**src/rtl/pipe_ctrl.sv**
```systemverilog
// Y86-64 PIPE pipeline control: hazard stall/bubble generation, run-state FSM
// gating the pipeline, and saturating performance counters.
module pipe_ctrl #(
  parameter int         CNT_W = 32,
  parameter logic [3:0] RNONE = 4'hF
) (
  input  logic             clk,
  input  logic             rst,
  input  logic             start,
  input  logic [3:0]       D_icode,
  input  logic [3:0]       d_srcA,
  input  logic [3:0]       d_srcB,
  input  logic [3:0]       E_icode,
  input  logic [3:0]       E_dstM,
  input  logic             e_cnd,
  input  logic [3:0]       M_icode,
  input  logic [2:0]       m_stat,
  input  logic [3:0]       W_icode,
  input  logic [2:0]       W_stat,
  output logic             F_stall,
  output logic             D_stall,
  output logic             W_stall,
  output logic             D_bubble,
  output logic             E_bubble,
  output logic             M_bubble,
  output logic             W_bubble,
  output logic             set_cc,
  output logic [1:0]       run_state,
  output logic [CNT_W-1:0] cycle_cnt,
  output logic [CNT_W-1:0] retire_cnt,
  output logic [CNT_W-1:0] bubble_cnt
);

  localparam logic [3:0] I_NOP    = 4'h1;
  localparam logic [3:0] I_MRMOVQ = 4'h5;
  localparam logic [3:0] I_OPQ    = 4'h6;
  localparam logic [3:0] I_JXX    = 4'h7;
  localparam logic [3:0] I_RET    = 4'h9;
  localparam logic [3:0] I_POPQ   = 4'hB;

  localparam logic [2:0] S_AOK = 3'b001;
  localparam logic [2:0] S_HLT = 3'b100;

  localparam logic [CNT_W-1:0] CNT_ONE = CNT_W'(1);
  localparam logic [CNT_W-1:0] CNT_MAX = '1;

  typedef enum logic [1:0] {
    ST_IDLE   = 2'd0,
    ST_RUN    = 2'd1,
    ST_HALTED = 2'd2,
    ST_FAULT  = 2'd3
  } state_t;

  state_t r_state, w_next_state;

  logic [CNT_W-1:0] r_cycle_cnt, r_retire_cnt, r_bubble_cnt;

  logic w_lu, w_rt, w_mp, w_xm, w_xw;
  logic w_retire;

  assign w_lu = ((E_icode == I_MRMOVQ) || (E_icode == I_POPQ)) && (E_dstM != RNONE) &&
                ((E_dstM == d_srcA) || (E_dstM == d_srcB));
  assign w_rt = (D_icode == I_RET) || (E_icode == I_RET) || (M_icode == I_RET);
  assign w_mp = (E_icode == I_JXX) && !e_cnd;
  assign w_xm = (m_stat != S_AOK);
  assign w_xw = (W_stat != S_AOK);

  assign w_retire = (W_stat == S_AOK) && (W_icode != I_NOP);

  // NOTE: every output gets a default before the case so no path leaves one
  // unassigned, which would otherwise infer a latch.
  always_comb begin
    w_next_state = r_state;
    F_stall      = 1'b0;
    D_stall      = 1'b0;
    W_stall      = 1'b0;
    D_bubble     = 1'b0;
    E_bubble     = 1'b0;
    M_bubble     = 1'b0;
    W_bubble     = 1'b0;
    set_cc       = 1'b0;
    unique case (r_state)
      ST_IDLE: begin
        // Flush: hold fetch, fill every downstream register with nops.
        F_stall  = 1'b1;
        D_bubble = 1'b1;
        E_bubble = 1'b1;
        M_bubble = 1'b1;
        W_bubble = 1'b1;
        if (start) w_next_state = ST_RUN;
      end
      ST_RUN: begin
        F_stall  = w_lu | w_rt;
        D_stall  = w_lu;
        D_bubble = w_mp | (!w_lu & w_rt);
        E_bubble = w_mp | w_lu;
        M_bubble = w_xm | w_xw;
        W_stall  = w_xw;
        set_cc   = (E_icode == I_OPQ) & !w_xm & !w_xw;
        if (W_stat == S_HLT)  w_next_state = ST_HALTED;
        else if (w_xw)        w_next_state = ST_FAULT;
      end
      default: begin
        // HALTED / FAULT freeze; only rst leaves these states.
        F_stall  = 1'b1;
        D_stall  = 1'b1;
        W_stall  = 1'b1;
        E_bubble = 1'b1;
        M_bubble = 1'b1;
      end
    endcase
  end

  // NOTE: state and counters use non-blocking assignments so every register
  // samples the pre-edge values of the others.
  always_ff @(posedge clk) begin
    if (rst) begin
      r_state      <= ST_IDLE;
      r_cycle_cnt  <= '0;
      r_retire_cnt <= '0;
      r_bubble_cnt <= '0;
    end else begin
      r_state <= w_next_state;
      if (r_state == ST_RUN) begin
        if (r_cycle_cnt != CNT_MAX) r_cycle_cnt <= r_cycle_cnt + CNT_ONE;
        if (w_retire && (r_retire_cnt != CNT_MAX))
          r_retire_cnt <= r_retire_cnt + CNT_ONE;
        if ((D_bubble || E_bubble) && (r_bubble_cnt != CNT_MAX))
          r_bubble_cnt <= r_bubble_cnt + CNT_ONE;
      end
    end
  end

  assign run_state  = r_state;
  assign cycle_cnt  = r_cycle_cnt;
  assign retire_cnt = r_retire_cnt;
  assign bubble_cnt = r_bubble_cnt;

endmodule

```
**config.mk**
```make
export PLATFORM = sky130hd
export DESIGN_NAME = pipe_ctrl
export DESIGN_NICKNAME = d
export VERILOG_FILES = /design/src/rtl/pipe_ctrl.sv
export SDC_FILE = /design/constraint.sdc
export NUM_CORES = 1
export LEC_CHECK = 0
export CAP_MARGIN = 20
export CELL_PAD_IN_SITES_DETAIL_PLACEMENT = 1
export CELL_PAD_IN_SITES_GLOBAL_PLACEMENT = 1
export CORE_MARGIN = 2
export CORE_UTILIZATION = 35
export CTS_CLUSTER_DIAMETER = 80
export DETAILED_ROUTE_END_ITERATION = 8
export GPL_TIMING_DRIVEN = 0
export HOLD_SLACK_MARGIN = 0.15
export PLACE_DENSITY_LB_ADDON = 0.1
export SLEW_MARGIN = 20
export SYNTH_ARGS = -nofsm -noshare
export SYNTH_HDL_FRONTEND = slang
export SYNTH_SLANG_ARGS = --single-unit
```
**constraint.sdc**
```tcl
create_clock -name clk -period 2.6 [get_ports clk]
set_input_delay 0.52 -clock clk [delete_from_list [all_inputs] [get_ports clk]]
set_output_delay 0.52 -clock clk [all_outputs]
set_load 0.05 [all_outputs]
```
* After elaboration in Yosys (flattened, before gate mapping)
Index checks and enable logic that the tools add are counted.
Word-level totals: register bits after elaboration 98, output and inout bits 106, word-level logic and storage cells 68
Cells by class: add/subtract/negate cells 3, equality and inequality tests 21, muxes and demuxes 12, bitwise operators 7, reduce and logical (&&, ||, !) cells 21
Operators with widths (count):
- $add 32x1->32 const B | 3
- $ne 32x32->1 const B | 3
- $eq 4x4->1 const B | 4
- $eq 4x3->1 const B | 3
- $eq 4x4->1 | 2
- $logic_and 1x1->1 | 6
- $mux 2 | 3
- $ne 3x1->1 const B | 2
- $pmux 1 s2 | 3
- $reduce_and 2->1 | 3
- $logic_or 1x1->1 | 5
- $mux 1 | 5
- $logic_not 1->1 | 4
- $ne 4x1->1 const B | 1
- $ne 4x4->1 const B | 1
- $or 1x1->1 | 4
- $pmux 2 s2 | 1
- $and 1x1->1 | 3
- $eq 3x1->1 const B | 1
- $eq 3x3->1 const B | 1
- $ne 3x3->1 const B | 1
- $reduce_and 3->1 | 1
- $eq 2x1->1 const B | 1
- $logic_not 2->1 | 1
- other kinds (2) | 2

* Logic depth before layout (Yosys ltp)
Gate-level depths: netlist (run 1).
depth after elaboration 11, gate-level depth with buffers 8, mapped depth without buffers 7

* Least setup slack after synthesis (run 1)
Ideal clock, no wire load.
kind input -> output, start point input W_stat[1], end point output set_cc, arrival 2.649 ns, data required time 2.080 ns, setup slack -0.569 ns, stages 4, cells stage by stage or3b_4 nor2_1 nand3_1 nor3_1
On the way: word-level cells in the longest chain between the ends 4
RTL lines:
- start: declaration | line 19 | input logic [2:0] W_stat,
- $ne 3x1->1 | line 66 | assign w_xw = (W_stat != S_AOK);
- $logic_not 1->1 | line 99 | set_cc = (E_icode == I_OPQ) & !w_xm & !w_xw;
- $and 1x1->1 | line 99
- $mux 1 | line 82 | unique case (r_state)
- end: declaration | line 27 | output logic set_cc,
No other way between the ends.

* Worst setup path after layout (run 1)
start point input W_stat[0], end point register r_retire_cnt[30], in the netlist retire_cnt[30]
On the way: word-level cells in the longest chain between the ends 4
RTL lines:
- $eq 3x1->1 | line 68 | assign w_retire = (W_stat == S_AOK) && (W_icode != I_NOP);
- $logic_and 1x1->1 | line 68
- $logic_and 1x1->1 | line 126 | if (w_retire && (r_retire_cnt != CNT_MAX))
- $reduce_and 2->1 (no source line)
- end signal: assignment | line 127 | r_retire_cnt <= r_retire_cnt + CNT_ONE;
- end: declaration | line 56 | logic [CNT_W-1:0] r_cycle_cnt, r_retire_cnt, r_bubble_cnt;
No other way between the ends. A chain may end at the register's enable or synchronous reset.

==> flow_results.xml, run 1 <==
<?xml version="1.0" encoding="UTF-8"?>
<metrics>
  <group name="run_status">
    <metric name="status" unit="">complete, no violations</metric>
  </group>
  <group name="pwr">
    <metric name="share_seq_of_total_power" unit="%">47.2</metric>
    <metric name="pwr-share-comb" unit="%">9.9</metric>
    <metric name="swShare" unit="%">24.62</metric>
    <metric name="vdd_ir_drop_max" unit="mV">0.2856</metric>
    <metric name="total_switching_power" unit="W">0.0007940</metric>
    <metric name="power-per-cell-area" unit="nW/um^2">454.2</metric>
    <metric name="power.static_leakage" unit="nW">2.376</metric>
    <metric name="internal-power" unit="W">0.002431</metric>
    <metric name="p_clk_share" unit="%">42.9</metric>
  </group>
  <group name="finish">
    <metric name="sequential_cell_area" unit="um^2">1962</metric>
    <metric name="fin_nets" unit="">787</metric>
    <metric name="final-instance-count-excl-fill" unit="">931</metric>
    <metric name="area.growth.synth_to_final" unit="%">41.63</metric>
    <metric name="finish.instance_area" unit="um^2">7101</metric>
    <metric name="post-route-util" unit="%">50.96</metric>
    <metric name="multi_input_area" unit="um^2">3025</metric>
    <metric name="drive_gt1_share" unit="%">8.788</metric>
    <metric name="nFillCells" unit="">1628</metric>
    <metric name="diodes" unit="">0</metric>
  </group>
  <group name="worst_setup_path">
    <metric name="critical-path-top-delay-family" unit="">simple AND/OR/NAND/NOR gates</metric>
    <metric name="cp_data_arrival_time" unit="ns">2.81</metric>
    <metric name="worstSetupPathDepth" unit="">7</metric>
    <metric name="regToRegSetupSlack" unit="ns">0.16</metric>
    <metric name="timing.rr.end" unit="">bubble_cnt[23]</metric>
    <metric name="rr_worst_depth" unit="">7</metric>
    <metric name="path_max_fanout" unit="">5</metric>
    <metric name="cp_slowest_stage_delay" unit="ns">0.47</metric>
    <metric name="cp-end-kind" unit="">flip-flop</metric>
    <metric name="timing_worst_setup_path_type" unit="">primary input to flip-flop</metric>
    <metric name="setup.worst_path.end" unit="">retire_cnt[30]</metric>
    <metric name="crit_slowest_cell" unit="">clkdlybuf4s50_1</metric>
    <metric name="critical_path.startpoint_type" unit="">primary input</metric>
    <metric name="crit_path_start" unit="">W_stat[0]</metric>
    <metric name="required" unit="ns">2.87</metric>
    <metric name="worstPathBufferInverterCount" unit="">1</metric>
    <metric name="cp_cell_sequence" unit="">clkdlybuf4s50_1 -&gt; or3b_4 -&gt; or3_4 -&gt; nor3_2 -&gt; nand3_2 -&gt; or3_1 -&gt; a21oi_1</metric>
    <metric name="r2r-start" unit="">bubble_cnt[2]</metric>
  </group>
  <group name="die">
    <metric name="floorplan.core_area" unit="um^2">13930</metric>
    <metric name="std_cell_rows" unit="">43</metric>
    <metric name="num_io_pins" unit="">144</metric>
    <metric name="floorplan.die.height" unit="um">123.7</metric>
    <metric name="floorplan.die.width" unit="um">123.7</metric>
    <metric name="die_area" unit="um^2">15300</metric>
    <metric name="initial_utilization" unit="%">35.98</metric>
  </group>
  <group name="logic_synthesis">
    <metric name="postSynth.topFlopCell" unit="">dfxtp_1</metric>
    <metric name="mappedNetlistNets" unit="">632</metric>
    <metric name="synth_top_cells_by_count" unit="">dfxtp_1, nor2_1, nand2_1, nand3_1, nand4_1</metric>
    <metric name="synthArstFlopShare" unit="%">0</metric>
    <metric name="ys.warnings.count" unit="">0</metric>
    <metric name="synthesis.area_per_instance" unit="um^2">8.483</metric>
    <metric name="syn_inst" unit="">591</metric>
    <metric name="synth.cell_area" unit="um^2">5014</metric>
    <metric name="post_synth_main_area_contributors" unit="">dfxtp_1, nor2_1, xor2_1, xnor2_1, nand4_1</metric>
    <metric name="yosysSeqAreaShare" unit="%">39.13</metric>
    <metric name="yosysTopAreaCell" unit="">dfxtp_1</metric>
    <metric name="synthDistinctLibCells" unit="">59</metric>
    <metric name="number_of_synthesized_flops_with_an_enable_pin" unit="">0</metric>
    <metric name="synth.top_cell.area_share" unit="%">39.13</metric>
    <metric name="synthMostInstantiatedCell" unit="">dfxtp_1</metric>
    <metric name="ys_seq_elements" unit="">98</metric>
  </group>
  <group name="timing">
    <metric name="transition_at_the_pin_with_the_smallest_max_transition_slack" unit="ns">0.8388</metric>
    <metric name="clock_skew" unit="ns">0.01055</metric>
    <metric name="final_min_period_over_clock_period" unit="%">97.67</metric>
    <metric name="final_hold_viol_count" unit="">0</metric>
    <metric name="postLayoutSetupSlackWorst" unit="ns">0.06064</metric>
    <metric name="whs" unit="ns">0.5065</metric>
    <metric name="worst_slew_margin_rel" unit="%">43.82</metric>
    <metric name="setup_viol" unit="">0</metric>
    <metric name="fin_crit" unit="ns">2.539</metric>
    <metric name="rsz_0062_raised_after_global_routing" unit="">true</metric>
    <metric name="final_max_slew_viol_count" unit="">0</metric>
    <metric name="highest_achievable_clock_rate" unit="MHz">393.8</metric>
  </group>
  <group name="grt">
    <metric name="antenna_found_initial" unit="">0</metric>
    <metric name="grt_max_degree" unit="">16</metric>
    <metric name="grt_pass1_wl" unit="mm">26.01</metric>
    <metric name="first_global_vias" unit="">5225</metric>
    <metric name="globalRoute.totalOverflow" unit="">0</metric>
    <metric name="track_usage" unit="%">21.56</metric>
  </group>
  <group name="drt">
    <metric name="vias_per_cell" unit="">5.483</metric>
    <metric name="vias" unit="">5105</metric>
    <metric name="routed_wl" unit="mm">16.23</metric>
    <metric name="drt_first_pass_iters" unit="">4</metric>
    <metric name="dr_drc_count" unit="">0</metric>
    <metric name="initialDrtViolationCount" unit="">195</metric>
    <metric name="drtAntennaViolNets" unit="">0</metric>
    <metric name="wire_per_inst" unit="um">17.43</metric>
  </group>
  <group name="place">
    <metric name="dp_hpwl" unit="mm">12.15</metric>
    <metric name="placedCellCount" unit="">914</metric>
    <metric name="dpl_worst_slack" unit="ns">-0.8165</metric>
    <metric name="gpl.final_weighted_congestion" unit="">0.9180</metric>
    <metric name="buffer_ports.inserted" unit="">143</metric>
    <metric name="detailed_place.area" unit="um^2">6681</metric>
  </group>
  <group name="clocking">
    <metric name="clk_transition_reported_paths" unit="ns">0.07</metric>
    <metric name="cts.path.max_buffers" unit="">2</metric>
    <metric name="cts_tree" unit="">yes</metric>
    <metric name="clk_latency" unit="ns">0.35</metric>
    <metric name="ctsRootBufferMaster" unit="">clkbuf_16</metric>
    <metric name="cts.hold.buffers_added" unit="">0</metric>
    <metric name="cts_inserted_buffers" unit="">9</metric>
    <metric name="cts_num_sinks" unit="">98</metric>
    <metric name="h-tree-depth" unit="">3</metric>
  </group>
  <group name="run">
    <metric name="cap_violations" unit="">0</metric>
  </group>
  <group name="worst_hold_path">
    <metric name="holdCritPathClass" unit="">flip-flop to flip-flop</metric>
  </group>
</metrics>
repair_timing:
action | 4_1_cts | 5_1_grt
gates resized for setup | 42 | 26
endpoints found under the setup margin | 17 | 47
buffers inserted | 1 | 1
pin swaps | 2 | 11
stage by stage:
step | power (W) | setup TNS [ns]
after floorplan | 0.001723 | 0
after global placement | 0.001864 | -19.71
after detailed placement | 0.001872 | -23.38
after CTS | 0.003251 | -0.0008271
after global routing | 0.003347 | -0.01145
final | 0.003225 | 0
registers in the layout (all words and copies together), names as in the netlist:
signal,count
retire_cnt,32
bubble_cnt,32
run_state,2
cycle_cnt,32
layout make-up:
| type | count | area share (%) |
|---|---|---|
| timing repair buffer | 145 | 20.42 |
| buffer | 23 | 1.533 |
| multi-input combinational | 463 | 42.61 |
| clock inverter | 4 | 0.7048 |
| tap | 180 | 3.172 |
| inverter | 6 | 0.3172 |
| clock buffer | 12 | 3.612 |
| sequential | 98 | 27.63 |
worst min-delay path, stage by stage, from the launching register on:
cell and delay, ns:
dfxtp_1 0.34, nand2_1 0.07, a21oi_1 0.05
logic make-up after synthesis:
logic type      share of synthesized area [%]
fa+ha+maj                              0.7488
xor+xnor                                10.66
mux                                     1.971
compound gates                          10.73
buf+inv                                 2.520
simple gates                            34.24
flops                                   39.13
cell usage in the layout, fill, tap and decap left out, types with 5 or more instances in the layout:
| cell | count |
|---|---|
| xnor2_1 | 30 |
| a21oi_1 | 29 |
| and3_1 | 20 |
| inv_1 | 5 |
| o21ai_0 | 17 |
| nor2b_1 | 7 |
| buf_6 | 5 |
| nand4_1 | 33 |
| o31ai_1 | 7 |
| nand3_1 | 36 |
| mux2_2 | 6 |
| dfxtp_1 | 98 |
| buf_2 | 5 |
| and4_1 | 17 |
| or3_1 | 18 |
| dlymetal6s2s_1 | 6 |
| nor3_1 | 9 |
| nor3_2 | 5 |
| or4_1 | 9 |
| clkdlybuf4s50_1 | 129 |
| nor2_1 | 76 |
| clkbuf_1 | 18 |
| xor2_1 | 31 |
| clkbuf_16 | 9 |
| nand2_1 | 38 |
metal layers:
layer  wire length [um]  GRT usage (%)
met1               7161          26.21
met3                709          4.121
met4                311          8.523
met2               8048          37.43
met5                  0              0
worst min-delay path by stage:
stage	startpoint	endpoint	slack [ns]	depth (start not counted)
after floorplan	W_stat[2]	run_state[0]	0.63	1
after global placement	bubble_cnt[18]	bubble_cnt[18]	0.48	2
after detailed placement	bubble_cnt[18]	bubble_cnt[18]	0.50	2
after CTS	bubble_cnt[18]	bubble_cnt[18]	0.51	2
after global routing	bubble_cnt[18]	bubble_cnt[18]	0.54	2
final	bubble_cnt[1]	bubble_cnt[1]	0.51	2
power groups by stage:
stage          Sequential (W)  Combinational [W]  Clock (W)
4_1_cts               0.00152           0.000316    0.00141
3_3_place_gp          0.00156           0.000307          0
2_1_floorplan         0.00158           0.000139          0
6_report              0.00152           0.000319    0.00138
3_5_place_dp          0.00156           0.000314          0
5_1_grt               0.00152           0.000342    0.00148
Note: power is estimated with default switching activity, not from simulation.
==> run 2: changes to the inputs <==
--- a/config.mk
+++ b/config.mk
@@ -8,8 +8,8 @@
 export CAP_MARGIN = 20
 export CELL_PAD_IN_SITES_DETAIL_PLACEMENT = 1
 export CELL_PAD_IN_SITES_GLOBAL_PLACEMENT = 1
-export CORE_MARGIN = 2
-export CORE_UTILIZATION = 35
+export CORE_UTILIZATION = 36
+export CTS_BUF_LIST = sky130_fd_sc_hd__clkbuf_4 sky130_fd_sc_hd__clkbuf_8
 export CTS_CLUSTER_DIAMETER = 80
 export DETAILED_ROUTE_END_ITERATION = 8
 export GPL_TIMING_DRIVEN = 0
==> flow_results.xml, run 2 (synthesis results as in run 1) <==
<?xml version="1.0" encoding="UTF-8"?>
<metrics>
  <group name="finish">
    <metric name="layout.cells.most_common" unit="">clkdlybuf4s50_1</metric>
    <metric name="layout_common_cells" unit="">clkdlybuf4s50_1, dfxtp_1, nor2_1, nand2_1, nand3_1</metric>
    <metric name="final-instance-count-excl-fill" unit="">927</metric>
    <metric name="drive_gt1_share" unit="%">8.522</metric>
    <metric name="area.growth.synth_to_final" unit="%">38.18</metric>
    <metric name="diodes" unit="">0</metric>
    <metric name="fin_nets" unit="">787</metric>
    <metric name="post-route-util" unit="%">51.70</metric>
  </group>
  <group name="drt">
    <metric name="vias_per_cell" unit="">5.499</metric>
    <metric name="drtAntennaViolNets" unit="">0</metric>
    <metric name="dr_drc_count" unit="">0</metric>
    <metric name="initialDrtViolationCount" unit="">197</metric>
    <metric name="routed_wl" unit="mm">16.07</metric>
    <metric name="vias" unit="">5098</metric>
    <metric name="drt_first_pass_iters" unit="">4</metric>
    <metric name="wire_per_inst" unit="um">17.33</metric>
  </group>
  <group name="clocking">
    <metric name="cts.path.max_buffers" unit="">2</metric>
    <metric name="cts_num_sinks" unit="">98</metric>
    <metric name="cts.hold.buffers_added" unit="">0</metric>
    <metric name="cts_inserted_buffers" unit="">9</metric>
    <metric name="clk_latency" unit="ns">0.39</metric>
    <metric name="ctsRootBufferMaster" unit="">clkbuf_8</metric>
    <metric name="clk_transition_reported_paths" unit="ns">0.09</metric>
    <metric name="h-tree-depth" unit="">3</metric>
    <metric name="cts_tree" unit="">yes</metric>
  </group>
  <group name="pwr">
    <metric name="power-per-cell-area" unit="nW/um^2">406.8</metric>
    <metric name="total_switching_power" unit="W">0.0007823</metric>
    <metric name="power.total" unit="W">0.002818</metric>
    <metric name="power.static_leakage" unit="nW">2.282</metric>
    <metric name="swShare" unit="%">27.76</metric>
    <metric name="share_seq_of_total_power" unit="%">54.0</metric>
    <metric name="vdd_ir_drop_max" unit="mV">0.1935</metric>
    <metric name="p_clk_share" unit="%">34.8</metric>
    <metric name="pwr-share-comb" unit="%">11.2</metric>
    <metric name="internal-power" unit="W">0.002036</metric>
  </group>
  <group name="die">
    <metric name="die_area" unit="um^2">14400</metric>
    <metric name="num_io_pins" unit="">144</metric>
    <metric name="floorplan.core_area" unit="um^2">13400</metric>
    <metric name="floorplan.die.height" unit="um">120.0</metric>
    <metric name="initial_utilization" unit="%">37.41</metric>
    <metric name="std_cell_rows" unit="">42</metric>
    <metric name="floorplan.die.width" unit="um">120.0</metric>
  </group>
  <group name="worst_setup_path">
    <metric name="path_max_fanout" unit="">3</metric>
    <metric name="crit_slowest_cell" unit="">clkdlybuf4s50_1</metric>
    <metric name="regToRegSetupSlack" unit="ns">0.11</metric>
    <metric name="cp_data_arrival_time" unit="ns">2.03</metric>
    <metric name="crit_path_start" unit="">W_stat[0]</metric>
    <metric name="critical_path.startpoint_type" unit="">primary input</metric>
    <metric name="required" unit="ns">2.08</metric>
    <metric name="rr_worst_depth" unit="">7</metric>
    <metric name="cp_cell_sequence" unit="">clkdlybuf4s50_1 -&gt; or3b_4 -&gt; nor2_2 -&gt; nand3_1 -&gt; nor3_4 -&gt; buf_6</metric>
    <metric name="timing_worst_setup_path_type" unit="">primary input to output pin</metric>
    <metric name="r2r-start" unit="">cycle_cnt[24]</metric>
    <metric name="timing.rr.end" unit="">cycle_cnt[5]</metric>
    <metric name="cp_slowest_stage_delay" unit="ns">0.48</metric>
    <metric name="cp-end-kind" unit="">output pin</metric>
  </group>
  <group name="worst_hold_path">
    <metric name="hold_path_depth" unit="">2</metric>
    <metric name="holdCritPathClass" unit="">flip-flop to flip-flop</metric>
    <metric name="hold-path-endpoint" unit="">bubble_cnt[18]</metric>
    <metric name="min-delay-start" unit="">bubble_cnt[18]</metric>
  </group>
  <group name="grt">
    <metric name="grt.met3_usage" unit="%">4.848</metric>
    <metric name="grt.met1_usage" unit="%">28.48</metric>
    <metric name="grt_pass1_wl" unit="mm">26.34</metric>
    <metric name="first_global_vias" unit="">5211</metric>
    <metric name="track_usage" unit="%">23.07</metric>
    <metric name="antenna_found_initial" unit="">0</metric>
    <metric name="grt_max_degree" unit="">17</metric>
    <metric name="grt.met2_usage" unit="%">39.37</metric>
    <metric name="globalRoute.totalOverflow" unit="">0</metric>
    <metric name="grt_busiest_layer" unit="">met2</metric>
  </group>
  <group name="place">
    <metric name="dp_hpwl" unit="mm">12.28</metric>
    <metric name="dpl_worst_slack" unit="ns">-0.8574</metric>
    <metric name="buffer_ports.inserted" unit="">143</metric>
    <metric name="placedCellCount" unit="">910</metric>
    <metric name="gpl.final_weighted_congestion" unit="">0.8938</metric>
  </group>
  <group name="timing">
    <metric name="clock_skew" unit="ns">0.01328</metric>
    <metric name="worst_slew_margin_rel" unit="%">46.10</metric>
    <metric name="total_negative_setup_slacks" unit="ns">0</metric>
    <metric name="postLayoutSetupSlackWorst" unit="ns">0.05276</metric>
    <metric name="transition_at_the_pin_with_the_smallest_max_transition_slack" unit="ns">0.8011</metric>
    <metric name="final_hold_viol_count" unit="">0</metric>
    <metric name="setup_viol" unit="">0</metric>
    <metric name="final_min_period_over_clock_period" unit="%">97.97</metric>
    <metric name="final_max_slew_viol_count" unit="">0</metric>
    <metric name="fin_crit" unit="ns">2.547</metric>
    <metric name="rsz_0062_raised_after_global_routing" unit="">true</metric>
    <metric name="highest_achievable_clock_rate" unit="MHz">392.6</metric>
  </group>
  <group name="run_status">
    <metric name="status" unit="">complete, no violations</metric>
  </group>
  <group name="run">
    <metric name="cap_violations" unit="">0</metric>
  </group>
</metrics>
run 2: cell count changes in the layout (fill, tap and decap cells not counted), moves of 2 or more:
cell	previous run	this run
clkbuf_16	9	0
clkbuf_8	2	11
clkdlybuf4s50_1	129	133
dlymetal6s2s_1	6	2
buf_2	5	3
buf_4	4	6
buf_6	5	3
nor4bb_1	2	4
nor4bb_2	2	0
run 2: worst max-delay path by stage:
| stage | cells past startpoint | end |
|---|---|---|
| floorplan | 4 | set_cc |
| global placement | 7 | D_stall |
| detailed placement | 7 | D_stall |
| CTS | 7 | cycle_cnt[26] |
| global route | 9 | bubble_cnt[12] |
| finish | 6 | set_cc |
run 2: power groups by stage:
stage                     Clock [W]  Sequential, W  Combinational (W)
after floorplan                   0        0.00158           0.000139
after global placement            0        0.00156           0.000307
after detailed placement          0        0.00156           0.000315
after CTS                   0.00101        0.00152           0.000315
after global routing        0.00107        0.00153           0.000337
final                      0.000980        0.00152           0.000315
run 2: cell type report:
class,instances,area (um^2)
multi-input combinational,463,2990
fill,1595,6472
clock buffer,11,151.4
inverter,6,22.52
buffer,24,111.4
tap,176,220.2
timing repair buffer,144,1431
clock inverter,5,37.54
sequential,98,1963
run 2: layer usage:
layer,vias up,wire length (um)
met5,-,0
met4,0,314
met3,22,717
met2,113,7874
met1,2495,7162
li1,2468,-
run 2: critical path, delay by kind of cell:
kind                   cells  cell delay, ns
and+or+nand+nor            4            0.85
buffers and inverters      2            0.66
run 2: through the flow:
stage,hold WS [ns],area [um^2]
after detailed placement,0.5127,6676
final,0.5169,6928
after global placement,0.4776,6676
after floorplan,0.6298,5025
after global routing,0.5411,6928
after CTS,0.5266,6870
run 2: repair_timing:
item / CTS / global route
gates resized for setup: 41 / 18
pin swaps: 1 / 2
endpoints found under the setup margin: 8 / 40
setup buffers: 1 / 0
==> run 3: changes to the inputs <==
--- a/config.mk
+++ b/config.mk
@@ -5,6 +5,7 @@
 export SDC_FILE = /design/constraint.sdc
 export NUM_CORES = 1
 export LEC_CHECK = 0
+export ABC_CLOCK_PERIOD_IN_PS = 2600
 export CAP_MARGIN = 20
 export CELL_PAD_IN_SITES_DETAIL_PLACEMENT = 1
 export CELL_PAD_IN_SITES_GLOBAL_PLACEMENT = 1
==> results of run 3 <==
No change in the layout: final DEF, timing and power equal those of run 2.
